`src/rtl/gp_register_file_if.sv`:
```
// Bus bundle for gp_register_file: load/modify/read controls, read data and flags.
// Shadow-bank signals exist only when REGFILE_SHADOW_EN is defined.
interface gp_register_file_if #(
  parameter int unsigned DATA_WIDTH = 8,
  parameter int unsigned NUM_REGS   = 4,
  parameter int unsigned SEL_WIDTH  = $clog2(NUM_REGS)
);
  logic                           load;
  logic [SEL_WIDTH-1:0]           load_sel;
  logic [DATA_WIDTH-1:0]          bus_in;
  logic                           inc;
  logic                           dec;
  logic [SEL_WIDTH-1:0]           mod_sel;
  logic [SEL_WIDTH-1:0]           rd_sel_a;
  logic [SEL_WIDTH-1:0]           rd_sel_b;
  logic [DATA_WIDTH-1:0]          rd_data_a;
  logic [DATA_WIDTH-1:0]          rd_data_b;
  logic [NUM_REGS*DATA_WIDTH-1:0] latched_data;
  logic                           zero_flag;
  logic                           wrap_flag;
`ifdef REGFILE_SHADOW_EN
  logic                           shadow_swap;
  logic                           shadow_active;
`endif

  modport master (
`ifdef REGFILE_SHADOW_EN
    output shadow_swap,
    input  shadow_active,
`endif
    output load, load_sel, bus_in, inc, dec, mod_sel, rd_sel_a, rd_sel_b,
    input  rd_data_a, rd_data_b, latched_data, zero_flag, wrap_flag
  );

  modport slave (
`ifdef REGFILE_SHADOW_EN
    input  shadow_swap,
    output shadow_active,
`endif
    input  load, load_sel, bus_in, inc, dec, mod_sel, rd_sel_a, rd_sel_b,
    output rd_data_a, rd_data_b, latched_data, zero_flag, wrap_flag
  );
endinterface

```
`src/rtl/gp_register_file.sv`:
```
// Parametrised general-purpose register bank with load, inc/dec and two read ports.
// Define REGFILE_SHADOW_EN to add a second (shadow) bank toggled by shadow_swap.
module gp_register_file #(
  parameter int unsigned           DATA_WIDTH  = 8,
  parameter int unsigned           NUM_REGS    = 4,
  parameter int unsigned           SEL_WIDTH   = $clog2(NUM_REGS),
  parameter logic [DATA_WIDTH-1:0] RESET_VALUE = '0
) (
  input logic               clk,
  input logic               reset,
  gp_register_file_if.slave rf
);

`ifdef REGFILE_SHADOW_EN
  localparam int unsigned NUM_BANKS = 2;
`else
  localparam int unsigned NUM_BANKS = 1;
`endif
  localparam logic [SEL_WIDTH:0] NUM_REGS_W = (SEL_WIDTH + 1)'(NUM_REGS);

  logic [DATA_WIDTH-1:0] bank_q [NUM_BANKS][NUM_REGS];
  logic [DATA_WIDTH-1:0] bank_d [NUM_BANKS][NUM_REGS];
  logic [DATA_WIDTH-1:0] cur    [NUM_REGS];
  logic                  zero_q, zero_d;
  logic                  wrap_q, wrap_d;
  logic                  bank_sel;
  logic                  load_ok, mod_ok, mod_wrap;
  logic [DATA_WIDTH-1:0] mod_old, mod_new;

`ifdef REGFILE_SHADOW_EN
  logic shadow_active_q, shadow_active_d;

  always_ff @(posedge clk or posedge reset) begin
    if (reset) shadow_active_q <= 1'b0;
    else       shadow_active_q <= shadow_active_d;
  end

  // Same-edge ops still target the bank that was active before the toggle.
  assign shadow_active_d  = shadow_active_q ^ rf.shadow_swap;
  assign bank_sel         = shadow_active_q;
  assign rf.shadow_active = shadow_active_q;
`else
  assign bank_sel = 1'b0;
`endif

  always_comb begin
    for (int i = 0; i < NUM_REGS; i++) begin
      cur[i] = '0;
      for (int b = 0; b < NUM_BANKS; b++) begin
        if (1'(b) == bank_sel) cur[i] = bank_q[b][i];
      end
    end
  end

  always_comb begin
    bank_d  = bank_q;
    zero_d  = zero_q;
    wrap_d  = 1'b0;
    mod_old = '0;
    load_ok = rf.load && ({1'b0, rf.load_sel} < NUM_REGS_W);
    // A load on the same register overrides the inc/dec entirely, flags included.
    mod_ok  = (rf.inc ^ rf.dec) && ({1'b0, rf.mod_sel} < NUM_REGS_W) &&
              !(load_ok && (rf.load_sel == rf.mod_sel));
    for (int i = 0; i < NUM_REGS; i++) begin
      if (rf.mod_sel == SEL_WIDTH'(i)) mod_old = cur[i];
    end
    mod_new  = rf.inc ? mod_old + 1'b1 : mod_old - 1'b1;
    mod_wrap = rf.inc ? (mod_old == '1) : (mod_old == '0);
    if (mod_ok) begin
      zero_d = (mod_new == '0);
      wrap_d = mod_wrap;
    end
    for (int b = 0; b < NUM_BANKS; b++) begin
      for (int i = 0; i < NUM_REGS; i++) begin
        if (1'(b) == bank_sel) begin
          if (load_ok && rf.load_sel == SEL_WIDTH'(i))     bank_d[b][i] = rf.bus_in;
          else if (mod_ok && rf.mod_sel == SEL_WIDTH'(i))  bank_d[b][i] = mod_new;
        end
      end
    end
  end

  always_ff @(posedge clk or posedge reset) begin
    if (reset) begin
      for (int b = 0; b < NUM_BANKS; b++) begin
        for (int i = 0; i < NUM_REGS; i++) bank_q[b][i] <= RESET_VALUE;
      end
      zero_q <= (RESET_VALUE == '0);
      wrap_q <= 1'b0;
    end else begin
      bank_q <= bank_d;
      zero_q <= zero_d;
      wrap_q <= wrap_d;
    end
  end

  // Out-of-range selects match no entry and read back as zero.
  always_comb begin
    rf.rd_data_a    = '0;
    rf.rd_data_b    = '0;
    rf.latched_data = '0;
    for (int i = 0; i < NUM_REGS; i++) begin
      if (rf.rd_sel_a == SEL_WIDTH'(i)) rf.rd_data_a = cur[i];
      if (rf.rd_sel_b == SEL_WIDTH'(i)) rf.rd_data_b = cur[i];
      rf.latched_data[i*DATA_WIDTH +: DATA_WIDTH] = cur[i];
    end
  end

  assign rf.zero_flag = zero_q;
  assign rf.wrap_flag = wrap_q;

endmodule
```
`src/flat_wrapper.sv`:
```
// flat-port wrapper written by rule: the top's interface ports become plain ports
module gp_register_file_flat 
#(
  parameter int unsigned           DATA_WIDTH  = 8,
  parameter int unsigned           NUM_REGS    = 4,
  parameter int unsigned           SEL_WIDTH   = $clog2(NUM_REGS),
  parameter logic [DATA_WIDTH-1:0] RESET_VALUE = '0
)
  (clk, reset, rf_load, rf_load_sel, rf_bus_in, rf_inc, rf_dec, rf_mod_sel, rf_rd_sel_a, rf_rd_sel_b, rf_rd_data_a, rf_rd_data_b, rf_latched_data, rf_zero_flag, rf_wrap_flag);
  gp_register_file_if #(.DATA_WIDTH(DATA_WIDTH), .NUM_REGS(NUM_REGS), .SEL_WIDTH(SEL_WIDTH)) rf_i ();
  input logic clk;
  input logic reset;
  input wire logic [$bits(rf_i.load)-1:0] rf_load;
  input wire logic [$bits(rf_i.load_sel)-1:0] rf_load_sel;
  input wire logic [$bits(rf_i.bus_in)-1:0] rf_bus_in;
  input wire logic [$bits(rf_i.inc)-1:0] rf_inc;
  input wire logic [$bits(rf_i.dec)-1:0] rf_dec;
  input wire logic [$bits(rf_i.mod_sel)-1:0] rf_mod_sel;
  input wire logic [$bits(rf_i.rd_sel_a)-1:0] rf_rd_sel_a;
  input wire logic [$bits(rf_i.rd_sel_b)-1:0] rf_rd_sel_b;
  output wire logic [$bits(rf_i.rd_data_a)-1:0] rf_rd_data_a;
  output wire logic [$bits(rf_i.rd_data_b)-1:0] rf_rd_data_b;
  output wire logic [$bits(rf_i.latched_data)-1:0] rf_latched_data;
  output wire logic [$bits(rf_i.zero_flag)-1:0] rf_zero_flag;
  output wire logic [$bits(rf_i.wrap_flag)-1:0] rf_wrap_flag;
  assign rf_i.load = rf_load;
  assign rf_i.load_sel = rf_load_sel;
  assign rf_i.bus_in = rf_bus_in;
  assign rf_i.inc = rf_inc;
  assign rf_i.dec = rf_dec;
  assign rf_i.mod_sel = rf_mod_sel;
  assign rf_i.rd_sel_a = rf_rd_sel_a;
  assign rf_i.rd_sel_b = rf_rd_sel_b;
  assign rf_rd_data_a = rf_i.rd_data_a;
  assign rf_rd_data_b = rf_i.rd_data_b;
  assign rf_latched_data = rf_i.latched_data;
  assign rf_zero_flag = rf_i.zero_flag;
  assign rf_wrap_flag = rf_i.wrap_flag;
  gp_register_file #(.DATA_WIDTH(DATA_WIDTH), .NUM_REGS(NUM_REGS), .SEL_WIDTH(SEL_WIDTH), .RESET_VALUE(RESET_VALUE)) u_core (.clk(clk), .reset(reset), .rf(rf_i));
endmodule
```
`config.mk`:
```
export PLATFORM = sky130hd
export DESIGN_NAME = gp_register_file_flat
export DESIGN_NICKNAME = d
export VERILOG_FILES = /design/src/rtl/gp_register_file_if.sv /design/src/rtl/gp_register_file.sv /design/src/flat_wrapper.sv
export SDC_FILE = /design/constraint.sdc
export NUM_CORES = 1
export LEC_CHECK = 0
export CAP_MARGIN = 20
export CORE_AREA = 2 2 73 75
export DETAILED_ROUTE_END_ITERATION = 16
export DIE_AREA = 0 0 75 77
export HOLD_SLACK_MARGIN = 0.03
export PLACE_DENSITY = 0.85
export REMOVE_ABC_BUFFERS = 1
export SLEW_MARGIN = 10
export SYNTH_ARGS = -nofsm -noshare
export SYNTH_HDL_FRONTEND = slang
export SYNTH_SLANG_ARGS = --single-unit
export TNS_END_PERCENT = 100
```
`constraint.sdc`:
```
create_clock -name clk -period 7.3 [get_ports clk]
set_input_delay 1.825 -clock clk [delete_from_list [all_inputs] [get_ports clk]]
set_output_delay 1.825 -clock clk [all_outputs]
set_load 0.05 [all_outputs]
```
# Word-level counts from Yosys, hierarchy flattened
# Cells that the tools add are included.
word_totals:
  inputBits: 21
  elab_cells: 67
  reg_bits: 34
  n_memories: 0
  out_inout_bits: 50
  latchBits: 0
  rom_bits: 0
  ram_bits: 0
op_classes:
  bitwise_logic: 1
  muxes: 23
  div_mod_pow: 0
  eq_ne: 14
  n_mul: 0
  n_shift: 0
  reduce_logical: 21
  add_sub_neg: 2
  order_cmp: 0
ops:
  columns: ["operator", "n"]
  rows:
  - ["2-to-1 mux 8 bit", 21]
  - ["equality test 2 bit, second input constant", 8]
  - ["logical NOT 8 bit", 2]
  - ["logical AND 1 bit", 10]
  - ["adder 8 x 1 -> 8 bit, second input constant", 1]
  - ["equality test 2 x 1 -> 1 bit, second input constant", 4]
  - ["equality test 8 bit, second input constant", 1]
  - ["logical NOT 2 bit", 4]
  - ["nonzero test 2 bit", 4]
  - ["subtractor 8 x 1 -> 8 bit, second input constant", 1]
  - ["equality test 2 bit", 1]
  - ["2-to-1 mux 1 bit", 2]
  - ["logical NOT 1 bit", 1]
  - ["bitwise XOR 1 bit", 1]

# Logic depth before layout (Yosys ltp)
# Gate-level depths: netlist of the first run.
logic_depth:
  word_depth: 9
  depth_mapped: 11
  ltp_nobuf: 10

# Least setup slack after synthesis of the first run
# OpenSTA, ideal clock, no wires.
synth_path:
  path_type: "input -> output"
  startpoint: "input rf_rd_sel_a[0]"
  endpoint: "output rf_rd_data_a[0]"
  setup_slack_ns: 2.597
  path_buffers: 1
  required_time_ns: 5.475
  t_arrival_ns: 2.878
  stages: 2
  path_cell_list: "clkbuf_1 mux4_2"
synth_between:
  elab_chain_len: 5
  elab_cells_between_ends: 8
  classes_between: "eq/ne (3); mux (4); reduce/logical (1)"
synth_rtl:
  columns: ["item", "line_no", "text"]
  rows:
  - ["start, declared", "flat_wrapper.sv:19", "input wire logic [$bits(rf_i.rd_sel_a)-1:0] rf_rd_sel_a;"]
  - ["logical NOT 2 bit", "gp_register_file.sv:103", "if (rf.rd_sel_a == SEL_WIDTH'(i)) rf.rd_data_a = cur[i];"]
  - ["2-to-1 mux 8 bit (3 in series)", "gp_register_file.sv:103", null]
  - ["2-to-1 mux 8 bit (*)", "gp_register_file.sv:103", null]
  - ["end, declared", "flat_wrapper.sv:21", "output wire logic [$bits(rf_i.rd_data_a)-1:0] rf_rd_data_a;"]
# Every way passes the cells marked *; elsewhere a longest branch is shown, timed or not.

# Final worst setup path of the first run
layout_path:
  startpoint: "input rf_rd_sel_b[0]"
  endpoint: "output rf_rd_data_b[1]"
layout_between:
  elab_chain_len: 5
  elab_cells_between_ends: 8
  classes_between: "eq/ne (3); mux (4); reduce/logical (1)"
layout_rtl:
  columns: ["item", "line_no", "text"]
  rows:
  - ["start, declared", "flat_wrapper.sv:20", "input wire logic [$bits(rf_i.rd_sel_b)-1:0] rf_rd_sel_b;"]
  - ["logical NOT 2 bit", "gp_register_file.sv:104", "if (rf.rd_sel_b == SEL_WIDTH'(i)) rf.rd_data_b = cur[i];"]
  - ["2-to-1 mux 8 bit (3 in series)", "gp_register_file.sv:104", null]
  - ["2-to-1 mux 8 bit (*)", "gp_register_file.sv:104", null]
  - ["end, declared", "flat_wrapper.sv:22", "output wire logic [$bits(rf_i.rd_data_b)-1:0] rf_rd_data_b;"]
# Marked as above.

==> impl.org, run 1 <==
** Floorplanning
- Height of the die :: ~77 microns
- Total core area :: approximately 5000 sq um
- Effective utilization at floorplan :: around 50%
- Die ar. :: between 5000 and 6000 sq um
- Width of the die :: 75 microns
- The floorplan has 26 rows.
- Number of I/O pins :: 71

** Yosys
- Dominant register cell in the synthesized netlist :: dfrtp_1
- Share of synthesized registers carrying an async set or reset :: 100%
- Leading post-synthesis cells by instance count :: dfrtp_1 (33), nor2_1 (24), mux4_2 (21)
- Xor and xnor fraction of the mapped netlist area :: 3.00%
- Cell taking the most area after synthesis :: dfrtp_1
- In the post-synthesis netlist, the cell with the most instances is dfrtp_1.
- Averaged over all synthesized cells, the footprint is 11.1 sq um.
- Synth top area share :: 32.4%
- Top post-synthesis cells by area :: dfrtp_1 (32%), mux4_2 (19%), a221o_1 (5.5%), nor2_1 (3.5%), ha_1 (3.4%)
- Yosys cell types :: 54
- Main combinational cell family by area after synthesis :: multiplexers
- Sequential cells were found to cover 33.4% of the synthesized design area.
- Of the total synthesized cell area, the portion taken by AND, OR, NAND and NOR gates is approximately 12%.
- The synthesized design contains 0 enable-type register cells.
- Synth Area in Compound Gates :: approximately 22%
- Share of synthesized area spent on multiplexers :: 21.6%
- Arithmetic-cell share of the synthesized area counting full adders, half adders and majority gates :: 4.22%
- The synthesized netlist occupies a cell area of 2550 sq um.
- Synthesis-stage register bit count :: 34
- Total number of yosys warnings :: 0
- Post-Syn Instances :: between 200 and 250

** Setup path
- Maximum net fanout on the critical path :: 8
- Crit-path max cell delay :: 0.89 ns
- CP Launch Point :: rf_rd_sel_b[0]
- Worst Path Class, Setup :: input pin to output port
- On the critical path, the stage with the largest delay is an instance of clkdlybuf4s50_1.
- The worst setup path is captured at an output port.
- In this run the number of cells on the critical path is 3.
- The number of cells on the worst reg-to-reg path is 8.
- Worst path arrival time :: slightly above 4 ns
- Critical path's top delay family :: buffers and inverters
- Worst R2R Start :: u_core.rf.latched_data[10]
- STA puts the critical path data required time at 5.48 ns.
- Walking the worst path, the cells encountered are clkdlybuf4s50_1 -> mux4_2 -> clkdlybuf4s50_1.
- By instance count, the cell type seen most on the critical path is clkdlybuf4s50_1.
- The number of buffers and inverters on the critical path is 2.
- Startpoint types :: input pin

** Clock tree
- Clock-pin slew was measured on the worst setup and hold paths at 0.07 ns.
- Clock net sink count :: 34
- Post-CTS timing repair inserted 0 buffers for setup.
- CTS-repair resized insts :: 0
- Buffers inserted during clock tree synthesis total 5.
- Clk buf depth :: 2
- TritonCTS built the clock tree.
- Master cell of the clock root buffer :: clkbuf_8
- Clock latency on the worst-skew pair, taken at its later pin, is 0.29 ns.
- Hold buffer count at CTS :: 0
- H-tree depth :: 2

** Place
- Weighted congestion at the end of routability-driven global placement :: 0.917
- Pre-CTS worst setup slack :: around 1.4 ns
- Buffers added on ports :: 70
- Detailed Place HPWL :: around 5.7 mm
- Cell area after placement :: about 3300 sq um

** Power and ir drop
- In this run the power density over the cells is 469 nW/um^2.
- Leakage power figure :: 1.38 nW
- Max IR drop VDD :: 0.342 mV
- Total Power Consumption :: 1.58 mW

** Detailed routing
- Metal2 WL :: 3.78 mm
- For this block, the initial DRC count from the detailed router was between 200 and 250.
- Top Metal Used :: met4
- First-pass iteration count of the detailed router :: 6
- After detailed routing, the number of vias per cell comes to approximately 6.5.
- After detailed routing, the number of remaining DRC violations is 0.
- Via count of the routed design :: approximately 2,400
- Wl on met1 :: 3.13 mm
- Remaining antenna violation count after routing :: 0
- The routed design has between 7 and 8 mm of wire.
- In the detailed route, the total length drawn on met3 is 763 microns.
- After detailed routing, the average wire length per cell comes to between 20 and 25 microns.

** Timing
- Tightest slew margin relative to the limit :: between 30% and 40%
- Least-Margin Pin Slew :: 1.04 ns
- After layout, the worst setup slack is 1.43 ns.
- Minimum clock period :: 5.87 ns
- Final setup violating endpoints :: 0
- RSZ-0062 raised after global routing :: no
- The max-slew violation total from the final report is 0.
- Share of the clock period used by the worst path :: about four fifths
- Final Hold Viols :: 0
- Final sum of negative setup slack :: 0 ns
- Upper clock frequency limit :: approximately 170 MHz
- The clock arrives with 0.00246 ns of skew.

** Run
- Max-cap violations in this run came to 0.

** GRT
- The first global-routing pass estimated 12.7 mm of wire.
- The number of global-route vias before repair came to 2,413.
- Total global-route track usage :: 29.4%
- Maximum number of pins on one net before global-route repair :: 35
- Number of antenna violations at the first check in global routing :: 0
- After global routing the overflow that remains totals 0.

** Worst hold path
- Number of stages on the worst hold path :: 2
- Start point of the worst hold path :: u_core.rf.zero_flag
- The worst hold path belongs to the class flop to flop.

** Final layout
- Final net count :: 325
- Summing all non-filler instances in the final layout gives an area of 3380 sq um.
- The number of antenna diodes in the final layout is 0.
- In the final layout, the share of cells above drive strength 1 is 14.5%.
- The area growth from synthesis to layout is 32.6%.

** Run status
- The run finished with clean final reports.
## final timing paths
kind | endpoint | slack, ns
min in group asynchronous | u_core.rf.latched_data[26] | 1.93
min reg2reg | u_core.rf.zero_flag | 0.51
max reg2reg | u_core.rf.zero_flag | 4.16
max | rf_rd_data_b[1] | 1.43
min | u_core.rf.zero_flag | 0.51
max in group asynchronous | u_core.rf.zero_flag | 5.03
## per-stage QoR
step	hold WS, ns	util (%)	std cells
after global placement	0.500	66.0	359
final	0.514	67.9	367
after floorplan	0.611	-	218
after detailed placement	0.505	66.0	359
after global routing	0.529	67.9	367
after CTS	0.517	67.9	367
## flip-flops by register name, summed over array words and instances, names as in the netlist
name,flops
u_core.rf.wrap_flag,1
u_core.rf.zero_flag,1
u_core.rf.latched_data,32
## kinds of logic after synthesis
family	after synthesis
compound gates	70
mux	25
fa+ha+maj	8
buf+inv	24
simple gates	62
flops	34
xor+xnor	7
## layer usage
layer | up-vias | global-route usage [%]
met2 | 153 | 43.7
met4 | 0 | 12.1
li1 | 1048 | -
met3 | 26 | 9.07
met5 | - | 0
met1 | 1173 | 39.6
## power breakdown
part / total, mW / switching [mW] / internal [mW]
Sequential: 0.349 / 0.0916 / 0.258
Clock: 0.147 / 0.0714 / 0.0761
Combinational: 1.09 / 0.683 / 0.405
## layout make-up
cell class                 instances  area [sq um]
fill                             379          1600
multi-input combinational        172          1590
sequential                        34           852
timing repair buffer              71           708
tap                               70          87.6
clock buffer                       7          86.3
inverter                          12          45.0
clock inverter                     1          5.00
## layout by cell type (no fill, tap or decap), types with 3 or more instances in the layout
| cell type | netlist | routed |
|---|---|---|
| ha_1 | 7 | 7 |
| a22oi_1 | 8 | 8 |
| nand2_1 | 7 | 7 |
| mux4_2 | 21 | 21 |
| inv_1 | 11 | 11 |
| a21o_1 | 4 | 4 |
| nand4_1 | 4 | 4 |
| nor4_1 | 3 | 3 |
| xnor2_1 | 3 | 3 |
| a21oi_1 | 8 | 8 |
| clkbuf_8 | 0 | 6 |
| o22ai_1 | 3 | 3 |
| nand3b_1 | 3 | 3 |
| nor2_1 | 24 | 24 |
| o21ai_0 | 10 | 10 |
| dfrtp_1 | 33 | 33 |
| clkdlybuf4s50_1 | 0 | 70 |
| nor3_1 | 4 | 4 |
| a22o_1 | 4 | 4 |
| a31oi_1 | 3 | 3 |
| nand3_1 | 4 | 4 |
| a221o_1 | 14 | 14 |
## worst min-delay path: stages (launching register included)
cell and delay (ns):
dfstp_2 0.38, nand2b_1 0.08, o41ai_2 0.06
(Power assumes the default switching activity.)
==> run 2, diff against run 1 <==
--- a/config.mk
+++ b/config.mk
@@ -6,11 +6,11 @@
 export NUM_CORES = 1
 export LEC_CHECK = 0
 export CAP_MARGIN = 20
-export CORE_AREA = 2 2 73 75
+export CORE_AREA = 2 2 80 82
 export DETAILED_ROUTE_END_ITERATION = 16
-export DIE_AREA = 0 0 75 77
+export DIE_AREA = 0 0 82 84
 export HOLD_SLACK_MARGIN = 0.03
-export PLACE_DENSITY = 0.85
+export PLACE_DENSITY = 0.75
 export REMOVE_ABC_BUFFERS = 1
 export SLEW_MARGIN = 10
 export SYNTH_ARGS = -nofsm -noshare
==> constraint.sdc (replaced) <==
create_clock -name clk -period 4.71 [get_ports clk]
set_input_delay 1.1775 -clock clk [delete_from_list [all_inputs] [get_ports clk]]
set_output_delay 1.1775 -clock clk [all_outputs]
set_load 0.05 [all_outputs]
==> run 2 against run 1 <==
Net effect: sequential cell count did not move; routed wire length rose by 3.5%; power is 58% higher; core utilization decreased by 10 points; worst hold slack got worse by 0.0082 ns; sequential share of layout area down 0.93 points; largest power group unchanged.
==> impl.org, run 2 (synthesized netlist as in run 1, its figures left out) <==
** Timing
- For this run, the top clock speed supported by timing is 229 MHz.
- Worst clock skew :: about 0.0078 ns
- WHS :: 0.506 ns
- Tightest slew margin relative to the limit :: 48.4%
- Once routing completed, OpenROAD measured the worst setup slack at about 0.35 ns.
- At the pin with the least slew margin, the transition time is 0.772 ns.
- Dividing the final minimum period by the clock period gives 92.6%.
- Summed over all failing endpoints, the final setup total negative slack is 0 ns.
- Final setup violating endpoints :: 0
- After layout, the minimum clock period comes to between 4 and 5 ns.
- RSZ-0062 raised after global routing :: no
- The max-slew violation total from the final report is 0.
- The total count of hold-check failures in the final report is 0.

** Clock tree
- The number of hold buffers added after CTS was 0.
- Number of clock buffers inserted by TritonCTS :: 5
- Clock-pin slew was measured on the worst setup and hold paths at around 0.070 ns.
- CTS tree :: built
- Insertion delay to the later sink of the worst-skew pair :: 0.29 ns
- Master cell of the clock root buffer :: clkbuf_8
- Clock net sink count :: 34
- Once the clock tree was built, the resizer swapped 0 gates to a different size.
- CTS built an H-tree with a depth of 2.
- Clk buf depth :: 2
- Number of buffers inserted to repair setup after CTS :: 0

** Final layout
- Area growth syn-to-layout :: 37.7%
- The library cell used most frequently in the layout, excluding fill and tap cells, is clkdlybuf4s50_1.
- Cells with a size suffix above 1 make up 18.8% of the layout.
- FF/Latch Area :: 852 sq um
- For this run, the number of standard cells in the final layout without fillers is 390.
- In the final design database the tool counted 341 nets.
- Number of diodes added for antenna fixing :: 0
- The register with the most flip-flops in the layout has 32 of them.
- Area used by multi-input combinational logic :: between 1500 and 2000 sq um
- Counting the fill cells in the layout gives approximately 530.
- Top library cells by usage in the layout, fill and taps aside :: clkdlybuf4s50_1 (70), dfrtp_1 (33), nor2_1 (24)

** Floorplanning
- From bottom edge to top edge, the die measures 84 microns.
- Width of the die :: 82 microns
- Die ar. :: between 6000 and 7000 sq um
- The initial utilization of the core area, before any placement, comes to between 40% and 50%.
- Number of I/O pins :: 71
- Num rows :: 29
- The total area inside the core boundary comes to 6100 sq um.

** Setup path
- The worst setup path is captured at an output port.
- Startpoint types :: input pin
- Maximum net fanout on the critical path :: 6
- The critical path is of the input pin to output port type.
- Flop-to-flop setup slack :: approximately 1.7 ns
- For the worst setup path, the data required time is 3.53 ns.
- Worst path arrival time :: 3.19 ns

** Worst hold path
- The path class of the tightest hold or removal check is flop to flop.

** Detailed routing
- The detail route stage leaves a number of antenna-violating nets equal to 0.
- Drt via density :: around 6.3
- Summed over all layers, the routed wires come to 8.17 mm.
- Detail-routed net length per standard cell :: 21.0 microns
- The first TritonRoute pass finished after 5 iterations.
- Via count of the routed design :: 2,441
- In the routed design, unresolved DRC markers number 0.
- DRC marker count from the first detailed-route iteration :: 154

** GRT
- Entering global routing, the biggest net connects 35 pins.
- Global routing used 24.9% of the available tracks.
- Number of antenna violations at the first check in global routing :: 0
- Total congestion overflow after global routing :: 0
- Vias in the first global route :: 2,492
- Wire length of the first global-routing pass :: ~13 mm

** Power and ir drop
- Total Power Consumption :: 2.50 mW
- Leakage power figure :: between 1 and 1.5 nW
- IR analysis of the VDD net gives a maximum drop of 0.424 mV.
- Power per unit of standard cell area :: 712 nW/um^2

** Place
- Weighted congestion at the end of routability-driven global placement :: 0.927
- In this run, placement finished with an instance count of between 300 and 400.
- Timing analysis after detailed placement gives a worst setup slack of 0.332 ns.
- Detailed placement ended at an HPWL of 6.07 mm.
- Buffers placed on the I/O ports in this run total 70.

** Run status
- Result of the run :: completed

** Run
- Max-cap violations :: 0
## run 2: per-stage QoR
stage | utilization [%] | instance area (sq um)
CTS | 57.5 | 3510
global route | 57.5 | 3510
global placement | 56.0 | 3420
finish | 57.5 | 3510
detailed placement | 56.0 | 3420
floorplan | - | 2490
## run 2: path summary, 6_finish.rpt
kind | from | end | depth (start not counted)
worst min register to register | u_core.rf.zero_flag | u_core.rf.zero_flag | 2
worst min-delay path | u_core.rf.zero_flag | u_core.rf.zero_flag | 2
max in group asynchronous | reset | u_core.rf.zero_flag | 3
min in group asynchronous | reset | u_core.rf.latched_data[21] | 3
worst max register to register | u_core.rf.latched_data[10] | u_core.rf.zero_flag | 9
worst max-delay path | rf_rd_sel_b[1] | rf_rd_data_b[5] | 3
## run 2: area by class of cell
| type | count | share of cell area [%] |
|---|---|---|
| clock buffers | 7 | 2.46 |
| clock inverters | 1 | 0.143 |
| inverters | 12 | 1.28 |
| multi-input cells | 172 | 45.5 |
| flip-flops and latches | 34 | 24.3 |
| well taps | 77 | 2.75 |
| repair buffers | 87 | 23.6 |
## run 2: power by group
group / total (mW) / leakage, nW / internal, mW / switching (mW)
Sequential: 0.549 / 0.411 / 0.399 / 0.150
Combinational: 1.72 / 0.998 / 0.666 / 1.05
Clock: 0.228 / 0.0482 / 0.118 / 0.110
Total: 2.50 / 1.46 / 1.18 / 1.31
## run 2: worst max-delay path: stages
cell and delay, ns:
clkdlybuf4s50_1 0.73, mux4_2 0.56, clkdlybuf4s50_1 0.71
## run 2: metal layers
| layer | part of all wire (%) | global-route usage [%] |
|---|---|---|
| met3 | 7.7 | 4.87 |
| met4 | 2.4 | 8.94 |
| met1 | 41 | 32.9 |
| met5 | 0 | 0 |
| met2 | 49 | 40.2 |
